### src/rtl/uart_rx_ctrl_if.sv
// Core-side and line-side signals of the UART receive controller.
interface uart_rx_ctrl_if;
  logic       uart_rx;
  logic [7:0] rx_data;
  logic       rx_valid;
  logic       rx_ready;
  logic       frame_err;
  logic       overrun;
  logic       clear_err;
  logic       busy;

  modport master (input uart_rx, rx_ready, clear_err,
                  output rx_data, rx_valid, frame_err, overrun, busy);
  modport slave  (output uart_rx, rx_ready, clear_err,
                  input rx_data, rx_valid, frame_err, overrun, busy);
endinterface

### src/rtl/uart_rx_ctrl.sv
// UART receiver: oversampled 8N1 frame sequencing, error flags and a small byte FIFO.
// Define UART_RX_PARITY_EN for 8E1 framing with an even-parity check.
module uart_rx_ctrl #(
  parameter int CLK_FREQUENCY_HZ = 100_000_000,
  parameter int BAUD             = 9600,
  parameter int OVERSAMPLE       = 16,
  parameter int FIFO_DEPTH       = 4
) (
  input logic            clk,
  input logic            rst,
  uart_rx_ctrl_if.master bus
);
  localparam int DIV_RAW = CLK_FREQUENCY_HZ / (BAUD * OVERSAMPLE);
  localparam int DIV     = (DIV_RAW < 1) ? 1 : DIV_RAW;
  localparam int DW      = (DIV > 1) ? $clog2(DIV) : 1;
  localparam int SW      = $clog2(OVERSAMPLE);
  localparam int AW      = $clog2(FIFO_DEPTH);

  typedef enum logic [2:0] {IDLE, START, DATA, PARITY, STOP, BREAK} state_t;

`ifdef UART_RX_PARITY_EN
  localparam state_t AFTER_DATA = PARITY;
`else
  localparam state_t AFTER_DATA = STOP;
`endif

  state_t          state, state_n;
  logic            rx_m, rx_s;
  logic [DW-1:0]   div_cnt;
  logic [SW-1:0]   s_cnt;
  logic [2:0]      bit_cnt;
  logic [7:0]      sh;
  logic            par_bad;
  logic [7:0]      mem [FIFO_DEPTH];
  logic [AW-1:0]   wr_ptr, rd_ptr;
  logic [AW:0]     count;
  logic            fe_q, ov_q;
  logic            tick, mid, ctr, full, pop;
  logic            enter_start, push, set_fe, set_ov;

  assign tick = (div_cnt == DW'(DIV - 1));
  assign mid  = (s_cnt == SW'(OVERSAMPLE / 2 - 1));
  assign ctr  = (s_cnt == SW'(OVERSAMPLE - 1));
  assign full = (count == (AW + 1)'(FIFO_DEPTH));
  assign pop  = bus.rx_valid && bus.rx_ready;

  assign bus.rx_data   = mem[rd_ptr];
  assign bus.rx_valid  = (count != '0);
  assign bus.frame_err = fe_q;
  assign bus.overrun   = ov_q;
  assign bus.busy      = (state != IDLE);

  always_comb begin
    state_n     = state;
    enter_start = 1'b0;
    push        = 1'b0;
    set_fe      = 1'b0;
    set_ov      = 1'b0;
    case (state)
      IDLE:  if (!rx_s) begin state_n = START; enter_start = 1'b1; end
      START: if (tick && mid) state_n = rx_s ? IDLE : DATA;
      DATA:  if (tick && ctr && bit_cnt == 3'd7) state_n = AFTER_DATA;
`ifdef UART_RX_PARITY_EN
      PARITY: if (tick && ctr) begin
        state_n = STOP;
        set_fe  = (^sh) ^ rx_s;
      end
`endif
      STOP: if (tick && ctr) begin
        if (!rx_s) begin
          state_n = BREAK;
          set_fe  = 1'b1;
        end else begin
          // Returning to IDLE on the sample cycle lets a back-to-back start bit be seen.
          state_n = IDLE;
          if (!par_bad) begin
            if (full && !pop) set_ov = 1'b1;
            else              push   = 1'b1;
          end
        end
      end
      BREAK:   if (rx_s) state_n = IDLE;
      default: state_n = IDLE;
    endcase
  end

  always_ff @(posedge clk) begin
    if (!rst) begin
      state   <= IDLE;
      rx_m    <= 1'b1;
      rx_s    <= 1'b1;
      div_cnt <= '0;
      s_cnt   <= '0;
      bit_cnt <= '0;
      sh      <= '0;
      par_bad <= 1'b0;
      wr_ptr  <= '0;
      rd_ptr  <= '0;
      count   <= '0;
      fe_q    <= 1'b0;
      ov_q    <= 1'b0;
      for (int i = 0; i < FIFO_DEPTH; i++) mem[i] <= '0;
    end else begin
      state <= state_n;
      rx_m  <= bus.uart_rx;
      rx_s  <= rx_m;

      if (enter_start || tick) div_cnt <= '0;
      else                     div_cnt <= div_cnt + DW'(1);

      if (enter_start) begin
        s_cnt   <= '0;
        bit_cnt <= '0;
        par_bad <= 1'b0;
      end else if (tick && state != IDLE && state != BREAK) begin
        if ((state == START && mid) || ctr) s_cnt <= '0;
        else                                s_cnt <= s_cnt + SW'(1);
      end

      if (state == DATA && tick && ctr) begin
        sh      <= {rx_s, sh[7:1]};
        bit_cnt <= bit_cnt + 3'd1;
      end
`ifdef UART_RX_PARITY_EN
      if (state == PARITY && tick && ctr) par_bad <= (^sh) ^ rx_s;
`endif

      if (push) begin
        mem[wr_ptr] <= sh;
        wr_ptr      <= wr_ptr + AW'(1);
      end
      if (pop) rd_ptr <= rd_ptr + AW'(1);
      case ({push, pop})
        2'b10:   count <= count + (AW + 1)'(1);
        2'b01:   count <= count - (AW + 1)'(1);
        default: count <= count;
      endcase

      // A set in the same cycle as clear_err wins.
      fe_q <= set_fe | (fe_q & ~bus.clear_err);
      ov_q <= set_ov | (ov_q & ~bus.clear_err);
    end
  end
endmodule

### src/flat_wrapper.sv
// flat-port wrapper written by rule: the top's interface ports become plain ports
module uart_rx_ctrl_flat 
#(
  parameter int CLK_FREQUENCY_HZ = 100_000_000,
  parameter int BAUD             = 9600,
  parameter int OVERSAMPLE       = 16,
  parameter int FIFO_DEPTH       = 4
)
  (clk, rst, bus_uart_rx, bus_rx_ready, bus_clear_err, bus_rx_data, bus_rx_valid, bus_frame_err, bus_overrun, bus_busy);
  uart_rx_ctrl_if bus_i ();
  input logic clk;
  input logic rst;
  input wire logic [$bits(bus_i.uart_rx)-1:0] bus_uart_rx;
  input wire logic [$bits(bus_i.rx_ready)-1:0] bus_rx_ready;
  input wire logic [$bits(bus_i.clear_err)-1:0] bus_clear_err;
  output wire logic [$bits(bus_i.rx_data)-1:0] bus_rx_data;
  output wire logic [$bits(bus_i.rx_valid)-1:0] bus_rx_valid;
  output wire logic [$bits(bus_i.frame_err)-1:0] bus_frame_err;
  output wire logic [$bits(bus_i.overrun)-1:0] bus_overrun;
  output wire logic [$bits(bus_i.busy)-1:0] bus_busy;
  assign bus_i.uart_rx = bus_uart_rx;
  assign bus_i.rx_ready = bus_rx_ready;
  assign bus_i.clear_err = bus_clear_err;
  assign bus_rx_data = bus_i.rx_data;
  assign bus_rx_valid = bus_i.rx_valid;
  assign bus_frame_err = bus_i.frame_err;
  assign bus_overrun = bus_i.overrun;
  assign bus_busy = bus_i.busy;
  uart_rx_ctrl #(.CLK_FREQUENCY_HZ(CLK_FREQUENCY_HZ), .BAUD(BAUD), .OVERSAMPLE(OVERSAMPLE), .FIFO_DEPTH(FIFO_DEPTH)) u_core (.clk(clk), .rst(rst), .bus(bus_i));
endmodule
### config.mk
export PLATFORM = sky130hd
export DESIGN_NAME = uart_rx_ctrl_flat
export DESIGN_NICKNAME = d
export VERILOG_FILES = /design/src/rtl/uart_rx_ctrl_if.sv /design/src/rtl/uart_rx_ctrl.sv /design/src/flat_wrapper.sv
export SDC_FILE = /design/constraint.sdc
export NUM_CORES = 1
export LEC_CHECK = 0
export ABC_CLOCK_PERIOD_IN_PS = 3800
export BUFFER_PORTS_ARGS = -buffer_cell sky130_fd_sc_hd__buf_2
export CORE_MARGIN = 2
export CORE_UTILIZATION = 60
export CTS_BUF_LIST = sky130_fd_sc_hd__clkbuf_2 sky130_fd_sc_hd__clkbuf_4 sky130_fd_sc_hd__clkbuf_8
export DETAILED_ROUTE_END_ITERATION = 8
export GPL_TIMING_DRIVEN = 0
export HOLD_SLACK_MARGIN = 0.15
export PLACE_DENSITY = 0.87
export SETUP_SLACK_MARGIN = 0.05
export SYNTH_ARGS = -nofsm -noshare
export SYNTH_HDL_FRONTEND = slang
export SYNTH_SLANG_ARGS = --single-unit
### constraint.sdc
create_clock -name clk -period 3.8 [get_ports clk]
set_input_delay 0.95 -clock clk [delete_from_list [all_inputs] [get_ports clk]]
set_output_delay 0.95 -clock clk [all_outputs]
set_load 0.03 [all_outputs]
# Word-level counts from Yosys, hierarchy flattened
# Memory sizes are Yosys's and may differ from the RTL's. A register that Yosys moved wholly into a read port is not among the register bits.
# Cells that the tools add are included.
[totals]
ff_bits = 39
ram_bits = 32
input_bits = 5
word_cells = 98
n_memories = 1
[memory_table]
columns = ["name", "depth", "width", "read_ports", "rd_clocked_by_memory_dff", "wr", "line", "source"]
rows = [
  ["u_core.mem", 4, 8, 1, 1, 4, "uart_rx_ctrl.sv:34", "logic [7:0] mem [FIFO_DEPTH];"],
]
[classes]
addsub = 7
n_eq_ne = 17
mux = 33
bitwise = 6
reduce_logical = 22
[op_table]
columns = ["cell", "n"]
rows = [
  ["$mux W3", 8],
  ["$mux W1", 17],
  ["$pmux W3 S5", 1],
  ["$eq A3 B3 Y1 const B", 4],
  ["$add A10 B1 Y10 const B", 1],
  ["$eq A10 B10 Y1 const B", 1],
  ["$logic_and A1 B1 Y1", 10],
  ["$mux W2", 4],
  ["$mux W8", 1],
  ["$ne A2 B1 Y1 const B", 4],
  ["$reduce_or A8 Y1", 1],
  ["$add A3 B1 Y3 const B", 2],
  ["$pmux W3 S2", 1],
  ["$reduce_bool A3 Y1", 2],
  ["$reduce_and A5 Y1", 1],
  ["$add A2 B1 Y2 const B", 2],
  ["$add A4 B1 Y4 const B", 1],
  ["$eq A4 B3 Y1 const B", 1],
  ["$eq A4 B4 Y1 const B", 1],
  ["$mux W4", 1],
  ["$reduce_bool A2 Y1", 2],
  ["$reduce_or A2 Y1", 2],
  ["$eq A3 B1 Y1 const B", 1],
  ["$eq A3 B2 Y1 const B", 1],
  ["11 further kinds", 15],
]

# Logic depth before layout (Yosys ltp)
# Gate-level depths: netlist (run 1).
[depth]
word_depth = 13
mapped_depth = 13
mapped_depth_nobuf = 12

# Worst setup path before layout (run 1)
# Ideal clock, no wire load.
[synth_timing]
kind = "input -> register"
startpoint = "input port bus_rx_ready"
endpoint = "register u_core.count[2]"
setup_ns = 0.070
arrival_ns = 2.985
slack_ns = 0.745
cell_stages = 10
path_cell_list = "or4b_1 -> and2_1 -> and4_4 -> inv_2 -> ha_1 -> inv_1 -> fa_1 -> xor2_1 -> or3_1 -> a21oi_1"
[synth_via]
elab_chain_cells = 9
word_cells_on_any_way = 11
cone_classes = "2 x eq/ne; 5 x mux; 4 x reduce/logical"
[synth_lines]
columns = ["item", "line", "source"]
rows = [
  ["start, declared", "flat_wrapper.sv:14", "input wire logic [$bits(bus_i.rx_ready)-1:0] bus_rx_ready;"],
  ["$logic_and A1 B1 Y1 *", "uart_rx_ctrl.sv:45", "assign pop = bus.rx_valid && bus.rx_ready;"],
  ["$logic_not A1 Y1", "uart_rx_ctrl.sv:77", "if (full && !pop) set_ov = 1'b1;"],
  ["$logic_and A1 B1 Y1", "uart_rx_ctrl.sv:77", ""],
  ["$mux W1", "uart_rx_ctrl.sv:77", ""],
  ["$mux W1", "uart_rx_ctrl.sv:70", "if (!rx_s) begin"],
  ["$mux W1", "uart_rx_ctrl.sv:69", "STOP: if (tick && ctr) begin"],
  ["$mux W1", "uart_rx_ctrl.sv:59", "case (state)"],
  ["$eq A2 B1 Y1 / $eq A2 B2 Y1 (equally long branches)", "uart_rx_ctrl.sv:133", "case ({push, pop})"],
  ["$pmux W3 S2 / $reduce_bool A2 Y1 (equally long branches)", "n/a", ""],
  ["end signal, assigned", "uart_rx_ctrl.sv:134", "2'b10: count <= count + (AW + 1)'(1);"],
  ["end signal, assigned", "uart_rx_ctrl.sv:135", "2'b01: count <= count - (AW + 1)'(1);"],
  ["end signal, assigned", "uart_rx_ctrl.sv:136", "default: count <= count;"],
  ["end, declared", "uart_rx_ctrl.sv:36", "logic [AW:0] count;"],
]
# Every way passes the cells marked *; elsewhere a longest branch is shown, timed or not.
# A chain may end at the register's enable or synchronous reset.

# Final worst setup path (run 1)
# Ends and elaborated chain as after synthesis.

==> flow_summary.json, run 1 <==
{
  "stdcell_area_um2": 3720,
  "worst-endpoint-arrival_ps": 3230,
  "max-slew-margin-rel_pct": 12.0,
  "synth_xor_area_share_pct": 4.47,
  "synth_top_cell_area_share_pct": 28.8,
  "grt_pass1_vias": 2183,
  "nFillCells": 391,
  "drt_iter0_drc": 137,
  "synthMuxAreaShare_pct": 6.30,
  "synth_edf_count": 32,
  "cts_tree": "yes",
  "synth-seq-cells": 73,
  "overflow": 0,
  "maxCapViolations": 0,
  "min_period_over_period_pct": 77.6,
  "core_area_um2": 5440,
  "finalNetCount": 344,
  "clockBufferDepth": 2,
  "die_h_um": 78.6,
  "startpoint_type": "input port",
  "antenna_found_initial": 0,
  "portBuffers": 16,
  "initial_core_util_pct": 61.3,
  "setup-tns-final_ps": 0,
  "synth_top_cells_by_area": "edfxtp_1 (29%), dfxtp_1 (25%), mux4_2 (5.4%), and2_1 (4.1%), and3_1 (4.1%)",
  "min_path_type": "reg2reg",
  "num_antenna_cells": 0,
  "areaGrowthSynthToFinish_pct": 11.7,
  "fin_worst_skew_ps": 3.48,
  "yosysSeqAreaShare_pct": 53.4,
  "htreeDepth": 3,
  "routed_wl_um": 6100,
  "grt_pass1_wl_um": 10200,
  "post-route-min-period_ps": 2950,
  "syn_inst": 305,
  "yosysWarnings": 0,
  "timing.final.ws_setup_ps": 852,
  "synthSimpleGateAreaFrac_pct": 24.7,
  "postCtsSetupRepairBufs": 0,
  "preCtsSetupSlack_ps": 505,
  "critical_path_class": "in2reg",
  "syn_avg_cell_area_um2": 10.9,
  "grt_start_max_net_pins": 13,
  "setup-violations-final": 0,
  "peakVddDrop_mv": 0.299,
  "cts_hold_buf": 0,
  "ant_nets": 0,
  "crit_required_ps": 4080,
  "tightestPinTransition_ps": 1310,
  "drive_gt1_share_pct": 17.2,
  "dp_hpwl_um": 4270,
  "cts_num_sinks": 73,
  "power.leakage_uw": 0.00143,
  "boundaryPins": 17,
  "cp_max_fo": 4,
  "synth_top_family_by_area": "simple AND/OR/NAND/NOR gates",
  "whs_ps": 409,
  "via_count": 2230,
  "dieArea_um2": 6170,
  "placed_area_um2": 3500,
  "synth_compound_area_share_pct": 5.22,
  "critPathCaptureType": "flip-flop",
  "place_congestion": 0.780,
  "vias_per_cell": 5.45,
  "fmax_mhz": 339,
  "cts-resized-gates": 0,
  "yosys.area.top_type": "edfxtp_1",
  "hold_viol_final": 0,
  "cts_buffers": 9,
  "mappedNetlistNets": 317,
  "run_status": "complete, no violations",
  "final_util_pct": 68.5,
  "clk_latency_ps": 350,
  "power.density_nw_per_um2": 434,
  "rsz0062_at_grt": "no",
  "clkTransAtPathRegs_ps": 70,
  "synth_area_um2": 3330,
  "synth_most_common_cell": "dfxtp_1",
  "row_count": 27,
  "root_buffer": "clkbuf_8",
  "avgRoutedWirePerCell_um": 14.9,
  "ys_types": 47,
  "globalRouteTotalUtil_pct": 21.8,
  "drv_slew": 0,
  "first_pass_iters": 4,
  "synthAdderAreaFrac_pct": 2.85,
  "synth_common_cells": "dfxtp_1 (41), edfxtp_1 (32), nand2_1 (28), nor2_1 (28)",
  "synth_ff_type": "dfxtp_1",
  "die_x_um": 78.6,
  "drcViolationCount": 0,
  "synthArstFlopShare_pct": 0
}
## worst max-delay path: stages
cell     delay, ps
buf_2          110
or4b_1         490
and2_1         160
and4_4         180
inv_2          100
ha_1           200
inv_1           60
fa_1           370
xor2_1         160
or3_1          310
a21oi_1        140
## path summary, 6_finish.rpt
check	start	to	slack, ps	cells past startpoint
setup reg to reg	u_core.s_cnt[0]	u_core.mem[2][4]	930	6
hold / removal	u_core.rx_m	u_core.rx_s	410	1
setup / recovery	bus_rx_ready	u_core.count[2]	850	11
hold reg to reg	u_core.rx_m	u_core.rx_s	410	1
## cell families (layout without fill, tap and decap cells)
kind of cell	Yosys count	in the layout
flip-flops	73	73
XOR/XNOR	17	17
multiplexers	11	11
adder cells (fa/ha/maj)	7	7
buffers and inverters	24	56
AND/OR/NAND/NOR	142	142
AO/OA/AOI/OAI	31	31
## through the flow
stage | total power [µW] | cells
final | 1610 | 409
after floorplan | 937 | 305
after global routing | 1660 | 409
after CTS | 1620 | 409
after detailed placement | 964 | 393
after global placement | 959 | 393
## cell type report
cell class	instances	area, µm²	share of cell area [%]
Buffer	15	66.3	1.78
Clock buffer	11	139	3.73
Clock inverter	5	80.1	2.15
Inverter	9	33.8	0.907
Multi-Input combinational cell	208	1450	39.0
Sequential cell	73	1780	47.8
Tap cell	72	90.1	2.42
Timing Repair Buffer	16	80.1	2.15
## flip-flops by register name, indices dropped and copies added, names as in the netlist, named ones only
name                  cells
u_core.bus.frame_err      1
u_core.s_cnt              4
u_core.bus.overrun        1
u_core.count              3
u_core.sh                 8
u_core.wr_ptr             2
u_core.rd_ptr             2
u_core.div_cnt           10
u_core.mem               32
u_core.rx_s               1
u_core.state              3
u_core.rx_m               1
u_core.bit_cnt            3
## where the power goes
part | internal, µW | total [µW] | switching (µW)
Combinational | 34.0 | 95.9 | 61.8
Clock | 383 | 670 | 286
Sequential | 840 | 849 | 8.86
Total | 1260 | 1610 | 357
## cells in the final DEF (no fill, tap or decap), types with 7 or more instances in the layout
cell type / netlist / final
clkbuf_8: 0 / 9
dfxtp_1: 41 / 41
nand2_1: 28 / 28
mux4_2: 8 / 8
a21oi_1: 20 / 20
edfxtp_1: 32 / 32
and2_1: 22 / 22
nor2_1: 28 / 28
clkbuf_1: 8 / 8
xnor2_1: 10 / 10
and3_1: 22 / 22
xor2_1: 7 / 7
inv_1: 8 / 8
buf_2: 5 / 21
nand3_1: 7 / 7
## per-layer routing
metal	GRT usage [%]	vias up	share of wire, %
met3	5.17	14	2.7
met1	25.7	1057	44
met2	37.8	30	51
li1	-	1129	-
met4	10.0	0	2.0
met5	0	-	0
Note: power is estimated with default switching activity, not from simulation.
==> inputs of run 2 (changes only) <==
--- a/config.mk
+++ b/config.mk
@@ -5,7 +5,7 @@
 export SDC_FILE = /design/constraint.sdc
 export NUM_CORES = 1
 export LEC_CHECK = 0
-export ABC_CLOCK_PERIOD_IN_PS = 3800
+export ABC_CLOCK_PERIOD_IN_PS = 3000
 export BUFFER_PORTS_ARGS = -buffer_cell sky130_fd_sc_hd__buf_2
 export CORE_MARGIN = 2
 export CORE_UTILIZATION = 60
==> constraint.sdc (replaced) <==
create_clock -name clk -period 3 [get_ports clk]
set_input_delay 0.75 -clock clk [delete_from_list [all_inputs] [get_ports clk]]
set_output_delay 0.75 -clock clk [all_outputs]
set_load 0.03 [all_outputs]
==> run 2 against run 1 <==
Utilization barely moved. Final cell count did not move. Flip-flop and latch count did not move. Via count rose by 0.81%. Clock power rose by 27%. Clock skew barely moved. Critical path depth did not move. Global-route usage did not move. Sequential power rose by 27%. Worst setup slack got worse by 600 ps. Non-clock buffer count did not move. Combinational power rose by 27%. Largest cell class unchanged. Largest power group unchanged.
==> flow_summary.json, run 2 (synthesized netlist as in run 1, its figures left out) <==
{
  "run_status": "complete, no violations",
  "dp_hpwl_um": 4270,
  "power.density_nw_per_um2": 550,
  "cts_tree": "yes",
  "multi_input_area_um2": 1450,
  "die_x_um": 78.6,
  "critical_path_class": "in2reg",
  "num_antenna_cells": 0,
  "routed_wl_um": 6100,
  "cts_hold_buf": 0,
  "portBuffers": 16,
  "setup-tns-final_ps": 0,
  "power.leakage_uw": 0.00143,
  "fmax_mhz": 364,
  "use_met1_pct": 25.7,
  "grt_util_met3_pct": 5.17,
  "post-route-min-period_ps": 2750,
  "max-slew-margin-rel_pct": 21.7,
  "core_area_um2": 5440,
  "fin_worst_skew_ps": 3.61,
  "grt_start_max_net_pins": 13,
  "min_period_over_period_pct": 91.7,
  "peakVddDrop_mv": 0.378,
  "crit_required_ps": 3280,
  "root_buffer": "clkbuf_8",
  "worst-endpoint-arrival_ps": 3030,
  "drv_slew": 0,
  "via_count": 2248,
  "critPathCaptureType": "flip-flop",
  "setup-violations-final": 0,
  "cts_num_sinks": 73,
  "clk_latency_ps": 350,
  "tightestPinTransition_ps": 1160,
  "hold_path_depth": 1,
  "timing.final.ws_setup_ps": 249,
  "drcViolationCount": 0,
  "clockBufferDepth": 2,
  "row_count": 27,
  "layout_commonest_cell": "dfxtp_1",
  "preCtsSetupSlack_ps": -95.1,
  "largest_reg_flops": 32,
  "worstRegToRegCells": 13,
  "rsz0062_at_grt": "no",
  "nFillCells": 391,
  "grt_pass1_vias": 2183,
  "first_pass_iters": 4,
  "layout_common_cells": "dfxtp_1 (40), edfxtp_1 (32), nor2_1 (28), nand2_1 (28)",
  "top_register": "u_core.mem",
  "dieArea_um2": 6170,
  "hold_viol_final": 0,
  "startpoint_type": "input port",
  "top_usage_layer": "met2",
  "final_util_pct": 68.5,
  "p_total_uw": 2050,
  "clkTransAtPathRegs_ps": 70,
  "avgRoutedWirePerCell_um": 14.9,
  "maxCapViolations": 0,
  "largestRegisters": "u_core.mem: 32 flops, u_core.div_cnt: 10 flops, u_core.sh: 8 flops",
  "ant_nets": 0,
  "globalRouteTotalUtil_pct": 21.8,
  "initial_core_util_pct": 61.3,
  "antenna_found_initial": 0,
  "vias_per_cell": 5.50,
  "cts_buffers": 9,
  "boundaryPins": 17,
  "place_congestion": 0.780,
  "die_h_um": 78.6,
  "overflow": 0,
  "register_area_um2": 1780,
  "finalNetCount": 344,
  "drive_gt1_share_pct": 17.5,
  "htreeDepth": 3,
  "min_path_type": "reg2reg",
  "areaGrowthSynthToFinish_pct": 11.7,
  "grt_pass1_wl_um": 10200,
  "cp_max_fo": 4,
  "use_met2_pct": 37.8,
  "drt_iter0_drc": 127
}
[run 2: cell counts in the layout (fill, tap and decap cells not counted)]
Identical to the previous run, type by type.
[run 2: worst max-delay path, stage by stage]
cell and delay [ps]:
buf_2 110, or4b_1 490, and2_1 160, and4_4 180, inv_2 100, ha_1 200, inv_1 60, fa_1 370
xor2_1 160, or3_1 300, a21oi_1 140
[run 2: final timing paths]
path | start | end | slack [ps]
max | bus_rx_ready | u_core.count[2] | 250
min | u_core.rx_m | u_core.rx_s | 410
max reg2reg | u_core.div_cnt[0] | u_core.count[2] | 270
min reg2reg | u_core.rx_m | u_core.rx_s | 410
[run 2: per-stage QoR]
| stage | cells | hold WS [ps] | cell area, µm² |
|---|---|---|---|
| 6_report | 409 | 409 | 3720 |
| 5_1_grt | 409 | 448 | 3720 |
| 4_1_cts | 409 | 411 | 3720 |
| 3_5_place_dp | 393 | 394 | 3500 |
| 3_3_place_gp | 393 | 389 | 3500 |
| 2_1_floorplan | 305 | 386 | 3330 |
[run 2: final cells by class]
| class | count | area share [%] |
|---|---|---|
| buffer | 15 | 1.78 |
| inverter | 9 | 0.907 |
| clock buffer | 11 | 3.73 |
| clock inverter | 5 | 2.15 |
| sequential | 73 | 47.9 |
| timing repair buffer | 16 | 2.15 |
| tap | 72 | 2.42 |
| multi-input combinational | 208 | 39.0 |
[run 2: routing by layer]
| layer | routed length (µm) | part of all wire [%] | vias to the layer above |
|---|---|---|---|
| met2 | 3120 | 51 | 37 |
| met4 | 124 | 2.0 | 0 |
| met3 | 184 | 3.0 | 14 |
| li1 | - | - | 1128 |
| met5 | 0 | 0 | - |
| met1 | 2670 | 44 | 1069 |
[run 2: power by group]
group	switching (µW)	leakage, µW	internal (µW)
Clock	364	0.000106	485
Sequential	11.2	0.000635	1060
Combinational	78.4	0.000688	43.2
[run 2: what timing repair did]
action / 4_1_cts / 5_1_grt
gates resized for setup: 0 / 3
setup buffers: 0 / 0
endpoints found under the setup margin: 0 / 17
==> inputs of run 3 (changes only) <==
--- a/config.mk
+++ b/config.mk
@@ -5,16 +5,18 @@
 export SDC_FILE = /design/constraint.sdc
 export NUM_CORES = 1
 export LEC_CHECK = 0
+export ABC_AREA = 1
 export ABC_CLOCK_PERIOD_IN_PS = 3000
 export BUFFER_PORTS_ARGS = -buffer_cell sky130_fd_sc_hd__buf_2
 export CORE_MARGIN = 2
 export CORE_UTILIZATION = 60
-export CTS_BUF_LIST = sky130_fd_sc_hd__clkbuf_2 sky130_fd_sc_hd__clkbuf_4 sky130_fd_sc_hd__clkbuf_8
+export CTS_BUF_LIST = sky130_fd_sc_hd__clkbuf_4 sky130_fd_sc_hd__clkbuf_8
 export DETAILED_ROUTE_END_ITERATION = 8
 export GPL_TIMING_DRIVEN = 0
 export HOLD_SLACK_MARGIN = 0.15
 export PLACE_DENSITY = 0.87
 export SETUP_SLACK_MARGIN = 0.05
+export SKIP_CTS_REPAIR_TIMING = 1
 export SYNTH_ARGS = -nofsm -noshare
 export SYNTH_HDL_FRONTEND = slang
 export SYNTH_SLANG_ARGS = --single-unit
==> run 3 against run 2 <==
Largest power group unchanged. Via count is 17% higher. Final cell count is 18% higher. Flip-flop and latch count stayed put. Clock power is 12% higher.
==> flow_summary.json, run 3 <==
{
  "initial_core_util_pct": 61.4,
  "run_status": "complete, no violations",
  "synth_top_cell_area_share_pct": 28.6,
  "r2r_slack_ps": 320,
  "routed_wl_um": 6650,
  "cts_buffers": 9,
  "syn_avg_cell_area_um2": 8.91,
  "boundaryPins": 17,
  "place_congestion": 0.856,
  "fmax_mhz": 374,
  "synth-seq-cells": 73,
  "grt_pass1_wl_um": 11200,
  "reg2reg_to": "u_core.count[2]",
  "clockBufferDepth": 2,
  "rsz0062_at_grt": "no",
  "ys_types": 31,
  "maxCapViolations": 0,
  "dp_cells": 465,
  "synth_top_cells_by_area": "edfxtp_1 (29%), dfxtp_1 (24%), nor2_1 (7.4%), o21ai_0 (5.2%), nand2_1 (5.1%)",
  "synth_ff_type": "dfxtp_1",
  "grt_start_max_net_pins": 14,
  "largestRegisters": "u_core.mem: 32 flops, u_core.div_cnt: 10 flops, u_core.sh: 8 flops",
  "areaGrowthSynthToFinish_pct": 12.4,
  "worstRegToRegCells": 16,
  "critical_path.max_stage_delay_ps": 410,
  "synth_common_cells": "nor2_1 (66), nand2_1 (46), dfxtp_1 (41)",
  "layout_commonest_cell": "nor2_1",
  "max-slew-margin-rel_pct": 24.0,
  "core_area_um2": 5470,
  "drive_gt1_share_pct": 17.1,
  "layout_common_cells": "nor2_1 (66), nand2_1 (46), dfxtp_1 (41), inv_1 (40), o21ai_0 (35)",
  "whs_ps": 420,
  "critical_path_class": "reg2reg",
  "cpMaxStageDelayCell": "fa_1",
  "critPathCaptureType": "flip-flop",
  "grt_pass1_vias": 2577,
  "use_met2_pct": 40.3,
  "antenna_found_initial": 0,
  "p_total_uw": 2400,
  "hold_viol_final": 0,
  "root_buffer": "clkbuf_8",
  "cts_num_sinks": 73,
  "dieArea_um2": 6210,
  "largest_reg_flops": 32,
  "cp_cell_sequence": "inv_1 -> ha_1 -> inv_1 -> nor2_1 -> nand2_1 -> nor2_4 -> nand3_2 -> nor2_4 -> nand2_4 -> ha_1 -> inv_1 -> fa_1 -> a21oi_1 -> o21ai_0 -> o21ai_0 -> a21oi_1",
  "power.density_nw_per_um2": 637,
  "min_path_type": "reg2reg",
  "via_count": 2622,
  "top_register": "u_core.mem",
  "yosysWarnings": 0,
  "row_count": 27,
  "htreeDepth": 3,
  "dp_hpwl_um": 4690,
  "die_h_um": 78.8,
  "synth_area_um2": 3360,
  "instances_no_fill": 481,
  "portBuffers": 16,
  "final_util_pct": 69.0,
  "cp_common_cell": "inv_1",
  "globalRouteTotalUtil_pct": 23.4,
  "grt_util_met3_pct": 5.45,
  "r2r-start": "u_core.div_cnt[0]",
  "drt_iter0_drc": 161,
  "fin_worst_skew_ps": 9.21,
  "crit_path_start": "u_core.div_cnt[0]",
  "synth_edf_count": 32,
  "use_met1_pct": 27.1,
  "finalNetCount": 416,
  "clk_latency_ps": 350,
  "worst-endpoint-arrival_ps": 2890,
  "drv_slew": 0,
  "tightestPinTransition_ps": 1130,
  "post-route-min-period_ps": 2680,
  "nFillCells": 439,
  "yosysSeqAreaShare_pct": 53.0,
  "cts_tree": "yes",
  "clkTransAtPathRegs_ps": 80,
  "mappedNetlistNets": 389,
  "power.leakage_uw": 0.00135,
  "die_x_um": 78.8,
  "critical_path.endpoint": "u_core.count[2]",
  "min_period_over_period_pct": 89.2,
  "drcViolationCount": 0,
  "crit_required_ps": 3220,
  "synthArstFlopShare_pct": 0,
  "top_usage_layer": "met2",
  "setup-violations-final": 0,
  "num_antenna_cells": 0,
  "setup-tns-final_ps": 0,
  "overflow": 0,
  "synth_most_common_cell": "nor2_1",
  "syn_inst": 377,
  "first_pass_iters": 5,
  "vias_per_cell": 5.45,
  "avgRoutedWirePerCell_um": 13.8,
  "startpoint_type": "flip-flop",
  "ant_nets": 0,
  "cp_max_fo": 6,
  "yosys.area.top_type": "edfxtp_1",
  "peakVddDrop_mv": 0.656
}
run 3: cell types whose count changed after synthesis, sizes merged, moves of 22 or more:
| cell | delta |
|---|---|
| o21ai | +29 |
| nand2 | +22 |
| and3 | -22 |
| nor2 | +44 |
| and2 | -22 |
| inv | +34 |
run 3: area by class of cell:
type / instances / area, µm² / share of cell area [%]
Buffer: 7 / 45.0 / 1.19
Tap cell: 72 / 90.1 / 2.39
Inverter: 43 / 161 / 4.27
Sequential cell: 73 / 1780 / 47.2
Clock buffer: 10 / 131 / 3.48
Timing Repair Buffer: 16 / 80.1 / 2.12
Clock inverter: 6 / 115 / 3.05
Multi-Input combinational cell: 254 / 1370 / 36.3
run 3: cell families after synthesis:
family	count (synthesis)	share of synthesized area (%)
simple gates	169	25.3
compound gates	75	11.9
flops	73	53.0
buf+inv	50	6.15
fa+ha+maj	7	2.83
xor+xnor	3	0.782
run 3: how the worst min path moves through the flow:
stage | startpoint | endpoint | cells past startpoint
6_report | u_core.rx_m | u_core.rx_s | 1
3_5_place_dp | u_core.rx_m | u_core.rx_s | 1
2_1_floorplan | u_core.rx_m | u_core.rx_s | 1
4_1_cts | u_core.rx_m | u_core.rx_s | 1
5_1_grt | u_core.rx_m | u_core.rx_s | 1
3_3_place_gp | u_core.rx_m | u_core.rx_s | 1
run 3: routing by layer:
metal  wire (µm)  share of wire (%)
met3         339                5.1
met5           0                  0
met2        3400                 51
met1        2740                 41
met4         167                2.5
run 3: power by group:
part | leakage, µW | total (µW) | switching (µW) | internal (µW)
Clock | 0.000121 | 949 | 383 | 566
Sequential | 0.000635 | 1110 | 28.3 | 1080
Combinational | 0.000596 | 344 | 240 | 104
Total | 0.00135 | 2400 | 651 | 1750
run 3: critical path: cells and delay by family (launching register included):
family	cells	cell delay, ps
buf+inv	3	210
simple gates	6	470
compound gates	4	710
fa+ha+maj	3	790
flops	1	370
run 3: metrics by stage:
stage | setup WS, ps | area (µm²)
final | 324 | 3780
after global routing | 163 | 3780
after CTS | 351 | 3780
after detailed placement | 489 | 3530
after global placement | 540 | 3530
after floorplan | 821 | 3360
